### src/rtl/reg_dump_streamer.sv
// reg_dump_streamer
//   Walks the register bank debug port over an inclusive, possibly wrapping
//   index range and serialises every register as a frame on a valid/ready
//   byte stream. Each frame is the index byte followed by the DATA_W/8 data
//   bytes, least-significant byte first. The core's normal read/write ports
//   are untouched; only the bank's debug port is used.
//
// Ports
//   clk          clock
//   rst_async    asynchronous reset, active-high; aborts any dump in flight
//   start        begin a dump (only honoured while idle)
//   first_index  first register of the range, latched on an accepted start
//   last_index   last register of the range (inclusive), latched with start
//   debug_index  register select driven to the bank debug port
//   debug        combinational read data returned by the bank debug port
//   out_valid    out_data holds a byte for the sink
//   out_data     stream byte
//   out_ready    sink accepts the byte when out_valid && out_ready
//   out_last     marks the final byte of the final frame of the dump
//   busy         high whenever a dump is in progress (any non-idle state)
//   done         single-cycle pulse once the final byte has been accepted
module reg_dump_streamer #(
    parameter int NUM_REGS = 16,
    parameter int INDEX_W  = 4,
    parameter int DATA_W   = 32
) (
    input  logic               clk,
    input  logic               rst_async,
    input  logic               start,
    input  logic [INDEX_W-1:0] first_index,
    input  logic [INDEX_W-1:0] last_index,
    output logic [INDEX_W-1:0] debug_index,
    input  logic [DATA_W-1:0]  debug,
    output logic               out_valid,
    output logic [7:0]         out_data,
    input  logic               out_ready,
    output logic               out_last,
    output logic               busy,
    output logic               done
);

    localparam int NBYTES = DATA_W / 8;
    localparam int CNT_W  = $clog2(NBYTES + 1);
    // byte_cnt == 0 while the index byte is presented, 1..NBYTES for data.
    localparam logic [CNT_W-1:0] LAST_BYTE     = CNT_W'(NBYTES);
    localparam logic [CNT_W-1:0] PENULT_BYTE   = CNT_W'(NBYTES - 1);
    localparam logic [INDEX_W-1:0] TOP_INDEX   = INDEX_W'(NUM_REGS - 1);

    typedef enum logic [1:0] {
        IDLE  = 2'd0,
        FETCH = 2'd1,
        SEND  = 2'd2,
        DONE  = 2'd3
    } state_t;

    state_t             state, state_nxt;
    logic [INDEX_W-1:0] cur, cur_nxt;
    logic [INDEX_W-1:0] last_idx, last_idx_nxt;
    logic [DATA_W-1:0]  word, word_nxt;
    logic [CNT_W-1:0]   byte_cnt, byte_cnt_nxt;
    logic               out_valid_nxt;
    logic [7:0]         out_data_nxt;
    logic               out_last_nxt;
    logic               busy_nxt;
    logic               done_nxt;
    logic               fire;

    // Modulo-NUM_REGS increment; NUM_REGS need not be a power of two.
    function automatic logic [INDEX_W-1:0] next_index(input logic [INDEX_W-1:0] idx);
        if (idx == TOP_INDEX) begin
            return '0;
        end
        return idx + 1'b1;
    endfunction

    assign fire        = out_valid && out_ready;
    // cur is itself a register, so the debug port select stays registered.
    assign debug_index = cur;

    always_comb begin
        state_nxt     = state;
        cur_nxt       = cur;
        last_idx_nxt  = last_idx;
        word_nxt      = word;
        byte_cnt_nxt  = byte_cnt;
        out_valid_nxt = out_valid;
        out_data_nxt  = out_data;
        out_last_nxt  = out_last;
        busy_nxt      = busy;
        done_nxt      = 1'b0;

        case (state)
            IDLE: begin
                if (start) begin
                    state_nxt    = FETCH;
                    cur_nxt      = first_index;
                    last_idx_nxt = last_index;
                    busy_nxt     = 1'b1;
                end
            end

            FETCH: begin
                // debug has had a full cycle to settle on the new index;
                // snapshot it so bank writes during SEND cannot tear the frame.
                state_nxt     = SEND;
                word_nxt      = debug;
                byte_cnt_nxt  = '0;
                out_valid_nxt = 1'b1;
                out_data_nxt  = 8'(cur);
                out_last_nxt  = 1'b0;
            end

            SEND: begin
                if (fire) begin
                    if (byte_cnt == LAST_BYTE) begin
                        out_valid_nxt = 1'b0;
                        out_last_nxt  = 1'b0;
                        if (cur == last_idx) begin
                            state_nxt = DONE;
                            done_nxt  = 1'b1;
                        end else begin
                            state_nxt = FETCH;
                            cur_nxt   = next_index(cur);
                        end
                    end else begin
                        // The snapshot shifts down so the next byte is always
                        // in the low lane, giving LSB-first order.
                        out_data_nxt = word[7:0];
                        word_nxt     = word >> 8;
                        byte_cnt_nxt = byte_cnt + 1'b1;
                        out_last_nxt = (byte_cnt == PENULT_BYTE) && (cur == last_idx);
                    end
                end
            end

            DONE: begin
                state_nxt = IDLE;
                busy_nxt  = 1'b0;
            end

            default: begin
                state_nxt     = IDLE;
                out_valid_nxt = 1'b0;
                out_last_nxt  = 1'b0;
                busy_nxt      = 1'b0;
            end
        endcase
    end

    always_ff @(posedge clk or posedge rst_async) begin
        if (rst_async) begin
            state     <= IDLE;
            cur       <= '0;
            byte_cnt  <= '0;
            out_valid <= 1'b0;
            out_data  <= '0;
            out_last  <= 1'b0;
            busy      <= 1'b0;
            done      <= 1'b0;
        end else begin
            state     <= state_nxt;
            cur       <= cur_nxt;
            byte_cnt  <= byte_cnt_nxt;
            out_valid <= out_valid_nxt;
            out_data  <= out_data_nxt;
            out_last  <= out_last_nxt;
            busy      <= busy_nxt;
            done      <= done_nxt;
        end
    end

    // Snapshot and range end are always loaded before use, so no reset.
    always_ff @(posedge clk) begin
        word     <= word_nxt;
        last_idx <= last_idx_nxt;
    end

endmodule
### config.mk
export PLATFORM = sky130hd
export DESIGN_NAME = reg_dump_streamer
export DESIGN_NICKNAME = d
export VERILOG_FILES = /design/src/rtl/reg_dump_streamer.sv
export SDC_FILE = /design/constraint.sdc
export NUM_CORES = 1
export LEC_CHECK = 0
export BUFFER_PORTS_ARGS = -buffer_cell sky130_fd_sc_hd__buf_2
export CAP_MARGIN = 20
export CELL_PAD_IN_SITES_DETAIL_PLACEMENT = 1
export CELL_PAD_IN_SITES_GLOBAL_PLACEMENT = 1
export CORE_ASPECT_RATIO = 0.7
export CORE_MARGIN = 2
export CORE_UTILIZATION = 30
export CTS_BUF_LIST = sky130_fd_sc_hd__clkbuf_2 sky130_fd_sc_hd__clkbuf_4 sky130_fd_sc_hd__clkbuf_8
export DETAILED_ROUTE_END_ITERATION = 10
export PLACE_DENSITY_LB_ADDON = 0.12
export SETUP_SLACK_MARGIN = 0.2
export SLEW_MARGIN = 20
export SYNTH_ARGS = -nofsm -noshare
export SYNTH_HDL_FRONTEND = slang
export SYNTH_SLANG_ARGS = --single-unit
### constraint.sdc
create_clock -name clk -period 1.95 [get_ports clk]
set_input_delay 0.2925 -clock clk [delete_from_list [all_inputs] [get_ports clk]]
set_output_delay 0.2925 -clock clk [all_outputs]
set_load 0.02 [all_outputs]
# After elaboration in Yosys (flattened, before gate mapping)
# Cells that the tools add are included.
# totals
register_bits,57
latch_bits,0
ram_bits,0
mem_bits_ro,0
inputBits,44
out_inout_bits,16
wordCells,75
n_memories,0
# classes
add_sub_neg,2
n_mul,0
div_mod_pow,0
magnitude_cmp,0
n_eq_ne,12
shift,0
muxes,38
bitwise,0
n_reduce_logical,13
# op_table
op,n
32-bit two-way mux,2
32-bit case mux with 2 select lines,1
4-bit two-way mux,6
8-bit two-way mux,2
8-bit case mux with 2 select lines,1
1-bit two-way mux,14
"2-bit != test, second input constant",5
3-bit AND reduction,3
2-bit two-way mux,4
2-bit case mux with 4 select lines,1
4-bit case mux with 2 select lines,1
3-bit two-way mux,2
1-bit case mux with 2 select lines,3
3-bit case mux with 2 select lines,1
2-bit AND reduction,3
2-bit nonzero test,3
5-bit AND reduction,1
"4-bit by 1-bit adder with 4-bit output, second input constant",1
"2-bit equality test, second input constant",2
4-bit equality test,1
"4-bit equality test, second input constant",1
"3-bit by 1-bit adder with 3-bit output, second input constant",1
"3-bit by 2-bit equality test with 1-bit output, second input constant",1
"3-bit equality test, second input constant",1
3 further kinds,4

# Logic depth before layout (Yosys ltp)
# Gate-level depths: netlist of run 1.
# logic_depth
depth_word,11
mapped_depth,7
depth_no_buf,6

# Worst setup path after synthesis of run 1
# Ideal clock, no wire load.
# synth_timing
kind,flip-flop to flip-flop
startpoint,register byte_cnt[0]
endpoint,"register word[0], enable pin"
setup_time_ns,0.388
t_arrival_ns,1.576
required_time_ns,1.562
path_slack_ns,-0.014
path_stages_with_launch,6
n_path_buf,0
period_less_slack_ns,1.964
cell_sequence,dfrtp_1 inv_1 ha_1 nand2_1 a31oi_1 inv_1
# synth_via
elab_chain_cells,3
# synth_lines
item,line,source
from (decl),60,"logic [CNT_W-1:0] byte_cnt, byte_cnt_nxt;"
from (signal assigned),163,byte_cnt <= byte_cnt_nxt;
3-bit equality test,115,if (byte_cnt == LAST_BYTE) begin
2-bit != test (no line),n/a,
3-bit AND reduction (no line),n/a,
to (signal assigned),174,word <= word_nxt;
to (decl),59,"logic [DATA_W-1:0] word, word_nxt;"
# Every way passes these cells.
# A chain may end at the register's enable or synchronous reset.

# Final worst setup path of run 1
# layout_timing
startpoint,register state[0]
endpoint,"register cur[2], in the netlist debug_index[2]"
# layout_via
elab_chain_cells,3
elab_cells_between_ends,9
cone_classes,eq/ne: 5; mux: 1; reduce/logical: 3
# layout_lines
item,line,source
from (decl),56,"state_t state, state_nxt;"
from (signal assigned),161,state <= state_nxt;
2-bit equality test or 2-bit zero test (tied branches),92,case (state)
2-bit != test (no line) or 2-bit nonzero test (tied branches),n/a,
5-bit AND reduction (no line),n/a,
to (signal assigned),162,cur <= cur_nxt;
to (decl),57,"logic [INDEX_W-1:0] cur, cur_nxt;"
# Several ways; a longest one is shown, not always the timed one.

==> out/qor.yml, run 1 <==
layout:
  final_common_cell: "nand2_1"
  fin_util: 0.395
  drive_above_1_share: 0.323
  diodes: 0
  final_cell_count_no_fill: 418
  final_cell_mix: "83 x nand2_1, 59 x buf_2, 36 x edfxtp_1, 19 x dfrtp_1, 12 x buf_4"
  area_delta_synth_final_pct: 29.6
  layout.nets: 356
worst_setup_path:
  cpPeakStageDelay_ns: 0.51
  worstPathCellList: "nor2b_4 > a31oi_1 > or4b_1 > a32oi_1"
  criticalPathCategory: "reg2reg"
  crit_required_ns: 2.20
  cp_max_fo: 7
  start_kind: "register"
  worstPathArrival_ns: 1.90
  endpoint_kind: "register"
  crit_slowest_cell: "or4b_1"
pwr:
  internal_power_mw: 3.29
  swShare: 0.368
  switchingPower_mw: 1.91
  p_leak_nw: 1.49
  powerDensity_nw_per_um2: 1580
  ir_drop_mv: 0.443
  combPwrFrac: 0.387
  seqPwrFrac: 0.404
  pwr-share-clk: 0.209
timing:
  finalHoldViolCount: 0
  clock_skew_ns: 0.00765
  drv_slew: 0
  slew_headroom: 0.715
  rsz0062_at_grt: "false"
  worst_pin_slew_ns: 0.428
  period_share: 0.847
  final.min_clock_period_ns: 1.65
  fmax_mhz: 605
  finalSetupTns_ns: 0
  finalSetupViolCount: 0
routing:
  vias_per_cell: 4.54
  dr.pass1.iters: 4
  ant_nets: 0
  initialDrtViolationCount: 46
  wl_um: 5710
  drcViolationCount: 0
  wl_per_cell_um: 13.7
  via_count: 1899
clock_network:
  cts.clk_slew.worst_paths_ns: 0.07
  cts_tree: "done"
  cts_sinks: 57
  clkLatencyLatePin_ns: 0.33
  cts_root_buf: "clkbuf_8"
  clockBufferDepth: 2
  htree_levels: 3
  cts_inserted_buffers: 9
synth:
  synth-edff-count: 36
  syn_nets: 282
  yosysTopAreaCell: "edfxtp_1"
  synth_flop_cell: "edfxtp_1"
  ys_types: 31
  ys_warn_count: 0
  netlist_area_um2: 2540
  netlist_instances: 234
  avgSynthCellArea_um2: 10.9
  ys_ff_latch: 57
  synth_top_cell_area_share: 0.425
  synth_area_leaders: "edfxtp_1 43%, dfrtp_1 21%, nand2_1 12%"
  synthArstFlopShare: 0.368
  ys_seq_area_frac: 0.632
job:
  maxCapViolations: 0
grt:
  grt_pass1_vias: 2078
  overflow: 0
  grt_pass1_wl_um: 9980
  track_usage: 0.141
  grt_max_degree: 35
  antenna_found_initial: 0
placed_design:
  port_buffers: 59
  dp_hpwl_um: 4090
  routabilityCongestion: 0.761
  placed_cells: 400
floorplanning:
  fp-row-count: 28
  start_util: 0.305
  die_h_um: 81.0
  dieWidth_um: 114
  core-area_um2: 8340
  design.die.area_um2: 9230
  ios: 60
worst_hold_path:
  min_path_type: "in2reg"
run_status:
  status: "finished clean"
==> registers in the layout (all words and copies together) (netlist names) <==
signal / cells
busy: 1
byte_cnt: 3
debug_index: 4
done: 1
last_idx: 4
out_data: 8
out_last: 1
out_valid: 1
state: 2
word: 32
==> Yosys cell counts, types with 3 or more instances <==
cell	count
nor2_1	3
clkbuf_1	6
ha_1	4
inv_1	11
a31oi_1	3
and2_1	9
edfxtp_1	36
a21oi_1	10
dfrtp_1	21
nand2_1	84
o21ai_0	11
a22o_1	4
mux2i_1	5
xor2_1	4
==> power by group through the flow <==
stage	sequential [mW]	combinational (mW)	clock, mW
global placement	2.11	1.96	0
global route	2.17	2.30	1.18
detailed placement	2.12	2.00	0
CTS	2.10	2.05	1.13
finish	2.10	2.01	1.09
floorplan	2.26	1.16	0
==> cell type report <==
class | instances | area (µm²)
fillers | 953 | 5040
flip-flops and latches | 57 | 1610
multi-input cells | 156 | 906
repair buffers | 73 | 407
clock buffers | 12 | 153
well taps | 105 | 131
inverters | 11 | 45.0
clock inverters | 4 | 42.5
==> metal layers <==
metal | track usage | part of all wire
met5 | 0 | 0
met4 | 0.0549 | 0.0077
met3 | 0.0418 | 0.046
met2 | 0.214 | 0.44
met1 | 0.192 | 0.51
==> metrics by stage <==
stage	setup WS (ns)	instance area [µm²]	hold WS [ns]	power, mW
finish	0.298	3290	0.137	5.20
global route	0.209	3290	0.125	5.65
CTS	0.219	3270	0.114	5.28
detailed placement	0.126	3050	0.348	4.12
global placement	0.185	3050	0.351	4.07
floorplan	0.170	2580	0.269	3.41
==> worst max-delay path, delay by kind of cell, from the launching register on <==
kind             cells  cell delay (ns)
AO/OA/AOI/OAI        2             0.38
AND/OR/NAND/NOR      2             0.72
flip-flops           1             0.48
==> path summary, 6_finish.rpt <==
check	start	slack, ns	cells after the start	endpoint
worst max-delay path	state[0]	0.30	4	debug_index[2]
worst min-delay path	last_index[0]	0.14	1	last_idx[0]
worst max register to register	state[0]	0.30	4	debug_index[2]
worst min register to register	word[5]	0.49	1	out_data[5]
max in group asynchronous	rst_async	1.16	4	state[1]
min in group asynchronous	rst_async	0.54	4	debug_index[3]
==> logic make-up (layout without fill, tap and decap cells) <==
logic type | count (synthesis) | count (layout) | synth area share
adders and majority gates | 4 | 4 | 0.0197
xor gates and xnor gates | 4 | 4 | 0.0138
muxes | 7 | 7 | 0.0286
DFF | 57 | 57 | 0.632
buffers and inverters | 21 | 100 | 0.0350
and+or+nand+nor | 108 | 108 | 0.191
AOI/OAI and AO/OA | 33 | 33 | 0.0798
==> timing repair <==
action / 4_1_cts / 5_1_grt
resized for setup: 3 / 2
setup endpoints to repair: 2 / 37
setup buffers: 0 / 1
pin swaps: 0 / 3
hold buffers: 1 / 0
hold endpoints to repair: 21 / 0
Note: power is estimated with default switching activity, not from simulation.
==> run 2, diff against run 1 <==
==> constraint.sdc (replaced) <==
create_clock -name clk -period 1.3 [get_ports clk]
set_input_delay 0.195 -clock clk [delete_from_list [all_inputs] [get_ports clk]]
set_output_delay 0.195 -clock clk [all_outputs]
set_load 0.02 [all_outputs]
==> run 2 against run 1 <==
Against the previous run: the run now ends with negative setup slack left; clock power increased by 85%; register-to-register slack got worse by 0.66 ns; first-iteration DRC count is 100% higher; sequential power rose by 52%.
==> out/qor.yml, run 2 (same netlist as run 1, synthesis figures left out) <==
run_status:
  status: "finished, violations left"
  violations: "negative setup slack"
layout:
  layout.nets: 411  # +15%
  final_area_um2: 4350  # +32%
  multi_input_area_um2: 1180  # +30%
  largest_register_ffs: 32  # unchanged
  fillers: 882  # -7.5%
  area_delta_synth_final_pct: 71.1
  largest_register: "word"
  drive_above_1_share: 0.595  # +0.272
  reg_top3: "word: 32 flops, out_data: 8 flops"
  final_cell_count_no_fill: 473  # +13%
  final_common_cell: "nand2_1"
  final_cell_mix: "48 x nand2_1, 44 x buf_2, 38 x buf_6, 36 x edfxtp_1, 33 x buf_4"
  diodes: 0  # unchanged
  seq_area_um2: 1610  # +0.23%
worst_setup_path:
  crit_required_ns: 1.54  # -0.66 ns
  endpoint_kind: "register"
  worstPathArrival_ns: 1.90  # about the same
  cp_max_fo: 2  # -5
  criticalPathCategory: "reg2reg"
  start_kind: "register"
floorplanning:
  core-area_um2: 8340  # unchanged
  ios: 60  # unchanged
  die_h_um: 81.0  # unchanged
  fp-row-count: 28  # unchanged
  start_util: 0.305  # unchanged
  design.die.area_um2: 9230  # unchanged
  dieWidth_um: 114  # unchanged
timing:
  worst_pin_slew_ns: 0.309  # -0.119 ns
  rsz0062_at_grt: "true"
  layout_setup_ws_ns: -0.363  # -0.661 ns
  finalSetupViolCount: 86  # +86
  drv_slew: 0  # unchanged
  fmax_mhz: 601  # -0.68%
  clock_skew_ns: 0.00632  # -0.00133 ns
  finalSetupTns_ns: -19.91  # -19.91 ns
  period_share: 1.28  # +0.432
  final.min_clock_period_ns: 1.66  # +0.0113 ns
  finalHoldViolCount: 0  # unchanged
  slew_headroom: 0.794  # +0.0790
  hold_slack_ns: 0.0396  # -0.0977 ns
clock_network:
  cts_tree: "done"
  cts_root_buf: "clkbuf_8"
  clockBufferDepth: 2  # unchanged
  htree_levels: 3  # unchanged
  cts_inserted_buffers: 9  # unchanged
  clkLatencyLatePin_ns: 0.33  # about the same
  cts_sinks: 57  # unchanged
  cts.clk_slew.worst_paths_ns: 0.07  # about the same
grt:
  grt_pass1_vias: 2202  # +6.0%
  overflow: 0  # unchanged
  track_usage: 0.163  # +0.0222
  antenna_found_initial: 0  # unchanged
  grt_pass1_wl_um: 11300  # +13%
  grt_max_degree: 29  # -17%
routing:
  wl_um: 7550  # +32%
  vias_per_cell: 4.65  # +2.4%
  via_count: 2201  # +16%
  drcViolationCount: 0  # unchanged
  initialDrtViolationCount: 93  # +100%
  dr.pass1.iters: 4  # unchanged
  ant_nets: 0  # unchanged
  wl_per_cell_um: 16.0  # +17%
placed_design:
  placed_cell_area_um2: 3200  # +5.0%
  placed_cells: 415  # +3.8%
  routabilityCongestion: 0.738  # -3.0%
  port_buffers: 59  # unchanged
  dp_slack_ns: -0.356  # -0.482 ns
  dp_hpwl_um: 4310  # +5.4%
worst_hold_path:
  min_path_type: "in2reg"
pwr:
  p_leak_nw: 1.98  # +32%
  powerDensity_nw_per_um2: 2570  # +63%
  ir_drop_mv: 1.01  # +130%
job:
  maxCapViolations: 0  # unchanged
run 2: cell count changes in the layout (fill, tap and decap cells not counted), moves of 15 or more:
| cell | previous run | this run |
|---|---|---|
| buf_2 | 59 | 44 |
| buf_4 | 12 | 33 |
| buf_6 | 1 | 38 |
| nand2_1 | 83 | 48 |
| nand2_2 | 1 | 20 |
| nand2_4 | 0 | 16 |
run 2: what timing repair did:
item,in CTS,in global routing
hold endpoints to repair,21,0
buffers inserted,21,15
hold buffers,1,0
gates resized for setup,81,67
setup endpoints to repair,101,102
pin swaps,36,33
gates cloned,4,1
run 2: final cells by class:
cell class / count / share of cell area
timing repair buffer: 127 / 0.262
inverter: 11 / 0.0104
clock buffer: 10 / 0.0302
clock inverter: 6 / 0.0245
multi-input combinational: 157 / 0.272
sequential: 57 / 0.371
tap: 105 / 0.0302
run 2: metal layers:
metal  GRT usage  wire length, µm  vias up
met5           0                0        -
met4      0.0524              127        0
met3      0.0537              282       12
met2       0.254             3690       43
met1       0.218             3460     1088
li1            -                -     1058
run 2: worst max-delay path, cell delays in order (launching register included):
cell,delay [ns]
dfrtp_2,0.43
xor2_2,0.19
nor4_2,0.06
buf_4,0.14
or4b_1,0.50
a32oi_1,0.24
run 2: power by group:
part           internal, mW  switching, mW  leakage (nW)  total, mW
sequential             2.82          0.373         0.597       3.19
combinational          3.21           2.75          1.26       5.97
clock                  1.28          0.736         0.117       2.02
run 2: final timing paths:
kind / from / endpoint / slack, ns / depth (start not counted)
max reg2reg: debug_index[2] / debug_index[2] / -0.36 / 5
min: last_index[1] / last_idx[1] / 0.04 / 1
min reg2reg: word[5] / out_data[5] / 0.48 / 1
min in group asynchronous: rst_async / done / 0.45 / 4
max in group asynchronous: rst_async / debug_index[1] / 0.59 / 4
max: debug_index[2] / debug_index[2] / -0.36 / 5
run 2: metrics by stage:
step	utilization	power [mW]
after floorplan	-	5.29
after CTS	0.472	10.1
final	0.522	11.2
after global placement	0.384	6.49
after global routing	0.522	11.8
after detailed placement	0.384	6.57
